==> src/rtl/mips_pkg.sv <==
// Shared definitions for the multi-cycle MIPS32 bus CPU: opcodes, function
// codes, FSM states and fixed addresses.
package mips_pkg;

    localparam logic [31:0] RESET_VECTOR = 32'hBFC0_0000;
    localparam logic [31:0] HALT_ADDR    = 32'h0000_0000;

    localparam logic [5:0] OP_SPECIAL = 6'h00;
    localparam logic [5:0] OP_J       = 6'h02;
    localparam logic [5:0] OP_BEQ     = 6'h04;
    localparam logic [5:0] OP_BNE     = 6'h05;
    localparam logic [5:0] OP_ADDIU   = 6'h09;
    localparam logic [5:0] OP_SLTI    = 6'h0A;
    localparam logic [5:0] OP_SLTIU   = 6'h0B;
    localparam logic [5:0] OP_ANDI    = 6'h0C;
    localparam logic [5:0] OP_ORI     = 6'h0D;
    localparam logic [5:0] OP_XORI    = 6'h0E;
    localparam logic [5:0] OP_LUI     = 6'h0F;
    localparam logic [5:0] OP_LW      = 6'h23;
    localparam logic [5:0] OP_SW      = 6'h2B;

    localparam logic [5:0] FN_SLL  = 6'h00;
    localparam logic [5:0] FN_SRL  = 6'h02;
    localparam logic [5:0] FN_SRA  = 6'h03;
    localparam logic [5:0] FN_JR   = 6'h08;
    localparam logic [5:0] FN_ADDU = 6'h21;
    localparam logic [5:0] FN_SUBU = 6'h23;
    localparam logic [5:0] FN_AND  = 6'h24;
    localparam logic [5:0] FN_OR   = 6'h25;
    localparam logic [5:0] FN_XOR  = 6'h26;
    localparam logic [5:0] FN_SLT  = 6'h2A;
    localparam logic [5:0] FN_SLTU = 6'h2B;

    typedef enum logic [1:0] {
        FETCH  = 2'd0,
        EXEC   = 2'd1,
        MEM    = 2'd2,
        HALTED = 2'd3
    } state_e;

    function automatic logic [31:0] sext16(input logic [15:0] v);
        return {{16{v[15]}}, v};
    endfunction

endpackage

==> src/rtl/mips_regfile.sv <==
// 32x32 general-purpose register file: two combinational read ports, one
// synchronous write port, $0 hardwired to zero, v0 tap for observation.
module mips_regfile
    import mips_pkg::*;
(
    input  logic        clk_i,
    input  logic        rst_ni,
    input  logic [4:0]  ra_addr_i,
    input  logic [4:0]  rb_addr_i,
    output logic [31:0] ra_data_o,
    output logic [31:0] rb_data_o,
    input  logic        we_i,
    input  logic [4:0]  wa_i,
    input  logic [31:0] wd_i,
    output logic [31:0] v0_o
);

    logic [31:0] regs_q [32];

    assign ra_data_o = (ra_addr_i == 5'd0) ? 32'h0 : regs_q[ra_addr_i];
    assign rb_data_o = (rb_addr_i == 5'd0) ? 32'h0 : regs_q[rb_addr_i];
    assign v0_o      = regs_q[2];

    // Register array; writes to $0 are dropped so it stays zero.
    always_ff @(posedge clk_i or negedge rst_ni) begin
        if (!rst_ni) begin
            for (int i = 0; i < 32; i++) begin
                regs_q[i] <= 32'h0;
            end
        end else if (we_i && (wa_i != 5'd0)) begin
            regs_q[wa_i] <= wd_i;
        end
    end

endmodule

==> src/rtl/mips_bus_cpu.sv <==
// Multi-cycle non-pipelined MIPS32 core on one shared Avalon-style bus.
// FETCH -> EXEC (-> MEM for LW/SW); halts when the next PC to fetch is 0.
module mips_bus_cpu
    import mips_pkg::*;
(
    input  logic        clk,
    input  logic        reset,
    output logic        active,
    output logic [31:0] register_v0,
    output logic [31:0] address,
    output logic        write,
    output logic        read,
    input  logic        waitrequest,
    output logic [31:0] writedata,
    output logic [3:0]  byteenable,
    input  logic [31:0] readdata
);

    state_e      state_q, state_d;
    logic [31:0] pc_q, pc_d;
    logic [31:0] ir_q, ir_d;
    logic        ds_q, ds_d;
    logic [31:0] tgt_q, tgt_d;
    logic [31:0] maddr_q, maddr_d;
    logic [31:0] sdata_q, sdata_d;

    logic [5:0]  op_s, fn_s;
    logic [4:0]  rs_s, rt_s, rd_s, sh_s;
    logic [31:0] simm_s, zimm_s, rs_val_s, rt_val_s, pc_plus4_s;
    logic        alu_we_s, br_s, is_lw_s, is_sw_s;
    logic [4:0]  alu_wa_s;
    logic [31:0] alu_res_s, br_tgt_s;
    logic [31:0] npc_s, tgt_next_s;
    logic        ds_next_s;
    logic        rf_we_s;
    logic [4:0]  rf_wa_s;
    logic [31:0] rf_wd_s;

    assign op_s       = ir_q[31:26];
    assign rs_s       = ir_q[25:21];
    assign rt_s       = ir_q[20:16];
    assign rd_s       = ir_q[15:11];
    assign sh_s       = ir_q[10:6];
    assign fn_s       = ir_q[5:0];
    assign simm_s     = sext16(ir_q[15:0]);
    assign zimm_s     = {16'h0, ir_q[15:0]};
    assign pc_plus4_s = pc_q + 32'd4;
    assign is_lw_s    = (op_s == OP_LW);
    assign is_sw_s    = (op_s == OP_SW);

    mips_regfile u_regfile (
        .clk_i     (clk),
        .rst_ni    (reset),
        .ra_addr_i (rs_s),
        .rb_addr_i (rt_s),
        .ra_data_o (rs_val_s),
        .rb_data_o (rt_val_s),
        .we_i      (rf_we_s),
        .wa_i      (rf_wa_s),
        .wd_i      (rf_wd_s),
        .v0_o      (register_v0)
    );

    // Decode and ALU for the instruction held in IR.
    always_comb begin
        alu_we_s  = 1'b0;
        alu_wa_s  = rt_s;
        alu_res_s = 32'h0;
        br_s      = 1'b0;
        br_tgt_s  = pc_plus4_s + {simm_s[29:0], 2'b00};
        case (op_s)
            OP_SPECIAL: begin
                alu_wa_s = rd_s;
                alu_we_s = 1'b1;
                case (fn_s)
                    FN_ADDU: alu_res_s = rs_val_s + rt_val_s;
                    FN_SUBU: alu_res_s = rs_val_s - rt_val_s;
                    FN_AND:  alu_res_s = rs_val_s & rt_val_s;
                    FN_OR:   alu_res_s = rs_val_s | rt_val_s;
                    FN_XOR:  alu_res_s = rs_val_s ^ rt_val_s;
                    FN_SLT:  alu_res_s = {31'd0, $signed(rs_val_s) < $signed(rt_val_s)};
                    FN_SLTU: alu_res_s = {31'd0, rs_val_s < rt_val_s};
                    FN_SLL:  alu_res_s = rt_val_s << sh_s;
                    FN_SRL:  alu_res_s = rt_val_s >> sh_s;
                    FN_SRA:  alu_res_s = $signed(rt_val_s) >>> sh_s;
                    FN_JR: begin
                        alu_we_s = 1'b0;
                        br_s     = 1'b1;
                        br_tgt_s = rs_val_s;
                    end
                    default: alu_we_s = 1'b0;
                endcase
            end
            OP_ADDIU: begin alu_we_s = 1'b1; alu_res_s = rs_val_s + simm_s; end
            OP_SLTI:  begin alu_we_s = 1'b1; alu_res_s = {31'd0, $signed(rs_val_s) < $signed(simm_s)}; end
            OP_SLTIU: begin alu_we_s = 1'b1; alu_res_s = {31'd0, rs_val_s < simm_s}; end
            OP_ANDI:  begin alu_we_s = 1'b1; alu_res_s = rs_val_s & zimm_s; end
            OP_ORI:   begin alu_we_s = 1'b1; alu_res_s = rs_val_s | zimm_s; end
            OP_XORI:  begin alu_we_s = 1'b1; alu_res_s = rs_val_s ^ zimm_s; end
            OP_LUI:   begin alu_we_s = 1'b1; alu_res_s = {ir_q[15:0], 16'h0}; end
            OP_BEQ:   br_s = (rs_val_s == rt_val_s);
            OP_BNE:   br_s = (rs_val_s != rt_val_s);
            OP_J: begin
                br_s     = 1'b1;
                br_tgt_s = {pc_plus4_s[31:28], ir_q[25:0], 2'b00};
            end
            default: alu_we_s = 1'b0;
        endcase
    end

    // A pending delay-slot target wins; a new branch only arms the slot.
    always_comb begin
        npc_s      = pc_plus4_s;
        ds_next_s  = 1'b0;
        tgt_next_s = tgt_q;
        if (ds_q) begin
            npc_s = tgt_q;
        end else if (br_s) begin
            ds_next_s  = 1'b1;
            tgt_next_s = br_tgt_s;
        end else begin
            npc_s = pc_plus4_s;
        end
    end

    // FSM next state, PC sequencing and register write-back.
    always_comb begin
        state_d = state_q;
        pc_d    = pc_q;
        ir_d    = ir_q;
        ds_d    = ds_q;
        tgt_d   = tgt_q;
        maddr_d = maddr_q;
        sdata_d = sdata_q;
        rf_we_s = 1'b0;
        rf_wa_s = 5'd0;
        rf_wd_s = 32'h0;
        case (state_q)
            FETCH: begin
                if (!waitrequest) begin
                    ir_d    = readdata;
                    state_d = EXEC;
                end else begin
                    state_d = FETCH;
                end
            end
            EXEC: begin
                pc_d  = npc_s;
                ds_d  = ds_next_s;
                tgt_d = tgt_next_s;
                if (is_lw_s || is_sw_s) begin
                    maddr_d = rs_val_s + simm_s;
                    sdata_d = rt_val_s;
                    state_d = MEM;
                end else begin
                    rf_we_s = alu_we_s;
                    rf_wa_s = alu_wa_s;
                    rf_wd_s = alu_res_s;
                    state_d = (npc_s == HALT_ADDR) ? HALTED : FETCH;
                end
            end
            MEM: begin
                if (!waitrequest) begin
                    rf_we_s = is_lw_s;
                    rf_wa_s = rt_s;
                    rf_wd_s = readdata;
                    state_d = (pc_q == HALT_ADDR) ? HALTED : FETCH;
                end else begin
                    state_d = MEM;
                end
            end
            HALTED:  state_d = HALTED;
            default: state_d = FETCH;
        endcase
    end

    // Bus outputs come from registered state only; reset forces them idle.
    always_comb begin
        read       = 1'b0;
        write      = 1'b0;
        address    = 32'h0;
        byteenable = 4'b0000;
        writedata  = 32'h0;
        if (reset) begin
            case (state_q)
                FETCH: begin
                    read       = 1'b1;
                    address    = {pc_q[31:2], 2'b00};
                    byteenable = 4'b1111;
                end
                MEM: begin
                    address    = {maddr_q[31:2], 2'b00};
                    byteenable = 4'b1111;
                    read       = is_lw_s;
                    write      = is_sw_s;
                    writedata  = is_sw_s ? sdata_q : 32'h0;
                end
                default: begin
                    read = 1'b0;
                end
            endcase
        end else begin
            read = 1'b0;
        end
    end

    assign active = reset && (state_q != HALTED);

    // Architectural state registers.
    always_ff @(posedge clk or negedge reset) begin
        if (!reset) begin
            state_q <= FETCH;
            pc_q    <= RESET_VECTOR;
            ir_q    <= 32'h0;
            ds_q    <= 1'b0;
            tgt_q   <= 32'h0;
            maddr_q <= 32'h0;
            sdata_q <= 32'h0;
        end else begin
            state_q <= state_d;
            pc_q    <= pc_d;
            ir_q    <= ir_d;
            ds_q    <= ds_d;
            tgt_q   <= tgt_d;
            maddr_q <= maddr_d;
            sdata_q <= sdata_d;
        end
    end

endmodule

==> config.mk <==
export PLATFORM = sky130hd
export DESIGN_NAME = mips_bus_cpu
export DESIGN_NICKNAME = d
export VERILOG_FILES = /design/src/rtl/mips_pkg.sv /design/src/rtl/mips_regfile.sv /design/src/rtl/mips_bus_cpu.sv
export SDC_FILE = /design/constraint.sdc
export NUM_CORES = 2
export LEC_CHECK = 0
export ABC_AREA = 1
export CORE_MARGIN = 5
export CORE_UTILIZATION = 25
export CTS_CLUSTER_SIZE = 25
export DETAILED_ROUTE_END_ITERATION = 10
export PLACE_DENSITY = 0.37
export SYNTH_ARGS = -nofsm -noshare
export SYNTH_HDL_FRONTEND = slang
export SYNTH_HIERARCHICAL = 1
export SYNTH_SLANG_ARGS = --single-unit
==> constraint.sdc <==
create_clock -name clk -period 7.77 [get_ports clk]
set_clock_uncertainty 0.15 [all_clocks]
set_input_delay 1.554 -clock clk [delete_from_list [all_inputs] [get_ports clk]]
set_output_delay 1.554 -clock clk [all_outputs]
set_load 0.05 [all_outputs]
==> out/metrics.cfg <==
[run_status]
status = finished clean

[yosys]
synthCells = 12900
ys_warn_count = 6
ys_ff_latch = 1185
yosysSeqAreaShare_pct = 36.0
ys_types = 67
synth_area_per_cell_um2 = 6.40
synthFlopType = dfrtp_1
synth-edff-count = 0
synthArstFlopShare_pct = 100
synth_area_mm2 = 0.0824

[clocking]
cts_sinks = 1185
insertion_delay_ps = 880
clockBufferDepth = 4
ctsResizeCount = 0
holdBufCountCts = 0
htreeDepth = 4
cts_tree = done
cts_buffers = 164
cts-root-buf = clkbuf_16
cts_setup_buffers = 0
clk_pin_slew_ps = 60

[floorplan]
die_h_um = 584
pin_count = 138
rows = 210
die_area_mm2 = 0.341
coreArea_mm2 = 0.328
start_util_pct = 25.1
dieWidth_um = 584

[global_route]
first_global_vias = 84000
grt_use_total_pct = 26.1
grt-ovfl-total = 0
antenna_found_initial = 18
grt_pass1_wl_um = 651000
grt_max_degree = 144

[timing]
max_freq_ghz = 0.132
period_share_pct = 97.5
finalHoldViolCount = 0
setup_viol = 0
final.setup.tns_ps = 0
rsz0062_at_grt = no
layout_min_cycle_time_ps = 7580
slew_headroom_pct = 16.5
worst_pin_slew_ps = 1240
drv_slew = 0

[finish]
drive_gt1_share_pct = 7.11
nets = 12900
areaGrowthSynthToFinish_pct = 15.3
instances_no_fill = 17100
nFillCells = 36200
layout_commonest_cell = nand2_1
register_area_mm2 = 0.0297
layout_common_cells = nand2_1 (4,647), nand3_1 (1,914), o21ai_0 (1,177)
multi_input_area_mm2 = 0.0459

[worst_setup_path]
crit_path_end = u_regfile/regs_q[498]
crit_start = ir_q[21]
setup.worst_path.class = reg2reg
r2r.worst_path.cells = 29
cp_common_cell = nand2_1
critPathMaxFanout = 44
cp.required_ps = 8300
cp-end-kind = flip-flop
regToRegSetupSlack_ps = 190
crit_path_max_incr_delay_ps = 840
r2r-start = ir_q[21]
worst_path_max_delay_cell = nor2_1
startpoint_type = flip-flop
arrival_ps = 8110
worstReg2RegEnd = u_regfile/regs_q[498]

[power_and_ir_drop]
power_per_cell_area_mw_per_mm2 = 366
pwr-share-seq_pct = 20.0
max-vdd-ir-drop_mv = 0.197
power.total_w = 0.0348
sw_frac_of_total_pct = 52.9
pwr-share-comb_pct = 57.0
power.leakage_nw = 43.3
p_switching_w = 0.0184
clkPwrFrac_pct = 23.0
intPower_w = 0.0164

[place]
dp_hpwl_um = 312000
gp_routability_congestion = 1.01
numPortBuffers = 135
dp.cells = 16800

[hold_path]
hold_path_class = reg2reg

[detailed_routing]
wl_um = 460000
drc_errors = 0
drtIter0Drc = 9725
firstDrtPassIters = 8
vias = 89000
wire_per_inst_um = 26.9
final_antenna_net_count = 0
viasPerCell = 5.20

[run]
maxCapViolCount = 0

## cell families after synthesis
group / Yosys count / synth area share, %
mux: 13 / 0.175
xor+xnor: 30 / 0.319
other cells: 1 / 0.00455
simple gates: 7722 / 39.1
fa+ha+maj: 214 / 3.29
flops: 1185 / 36.0
buf+inv: 1695 / 8.37
compound gates: 2013 / 12.7
## area by class of cell
type,instances,share of cell area (%)
multi-input combinational,9994,48.3
timing repair buffer,548,5.95
clock buffer,243,5.14
inverter,724,2.91
antenna,6,0.0158
tap,4346,5.72
sequential,1185,31.3
clock inverter,54,0.718
## worst max-delay path, delay by kind of cell (launching register included)
family | cells | cell delay [ps]
simple gates | 18 | 3400
buf+inv | 7 | 1800
flops | 1 | 760
compound gates | 3 | 620
fa+ha+maj | 1 | 480
## sequential cells by signal (all words and copies together), names as in the netlist
name / count
u_regfile/regs_q: 992
u_regfile/v0_o: 32
ir_q: 32
maddr_q: 30
ds_q: 1
tgt_q: 32
pc_q: 32
state_q: 2
sdata_q: 32
## how the worst min path moves through the flow
stage	start	slack (ps)	to	cells after the start
final	u_regfile/regs_q[1023]	250	u_regfile/regs_q[1023]	0
after global routing	u_regfile/regs_q[1000]	260	u_regfile/regs_q[1000]	0
after CTS	u_regfile/regs_q[1023]	250	u_regfile/regs_q[1023]	0
after detailed placement	u_regfile/regs_q[1023]	240	u_regfile/regs_q[1023]	0
after global placement	u_regfile/regs_q[1007]	240	u_regfile/regs_q[1007]	0
after floorplan	u_regfile/regs_q[1000]	300	u_regfile/regs_q[1000]	1
## power by group through the flow
stage          Clock, W  Combinational [W]  Sequential (W)
2_1_floorplan         0             0.0108         0.00680
4_1_cts         0.00824             0.0195         0.00693
3_3_place_gp          0             0.0197         0.00704
3_5_place_dp          0             0.0194         0.00704
6_report        0.00799             0.0198         0.00694
5_1_grt         0.00846             0.0212         0.00697
## cell usage after synthesis (5+ instances only)
cell type	instances	area share, %
o21ai_1	73	0.44
a221oi_1	6	0.064
a21o_1	10	0.091
buf_6	8	0.11
inv_1	685	3.1
clkbuf_1	578	2.6
nor4_1	8	0.061
inv_2	30	0.14
nand4_1	49	0.37
o21bai_1	23	0.21
o22ai_1	68	0.52
o21ai_0	1177	7.1
nand3b_1	9	0.082
buf_2	220	1.3
nand2_1	4655	21
clkinv_1	6	0.027
a21oi_1	573	3.5
buf_4	51	0.46
nor2_4	30	0.41
nand3_1	1914	12
mux2_2	11	0.15
nor2_2	20	0.15
nor2_1	894	4.1
nor3_1	56	0.34
buf_1	113	0.51
o211ai_1	25	0.23
a21boi_0	5	0.046
or2_2	12	0.091
a22oi_1	14	0.13
and2_1	18	0.14
dfrtp_1	1176	36
dfstp_2	9	0.29
ha_1	210	3.2
a31oi_1	13	0.099
xor2_1	26	0.28
nand2_2	35	0.27
## routing by layer
layer | up-vias | GRT usage, % | wire length [um]
met5 | - | 0 | 26
met4 | 4 | 11.1 | 22900
met3 | 716 | 3.41 | 30100
met2 | 3774 | 40.9 | 203000
met1 | 43200 | 36.1 | 205000
li1 | 41200 | - | -
## per-stage QoR
stage	utilization, %	instance area, um2	setup slack (ps)	hold slack, ps
floorplan	-	82400	2100	301
global placement	27.3	89400	503	237
detailed placement	27.3	89400	471	240
CTS	29.0	95000	429	253
global route	29.0	95000	3.57	263
finish	29.0	95000	194	248
(Power assumes the default switching activity.)
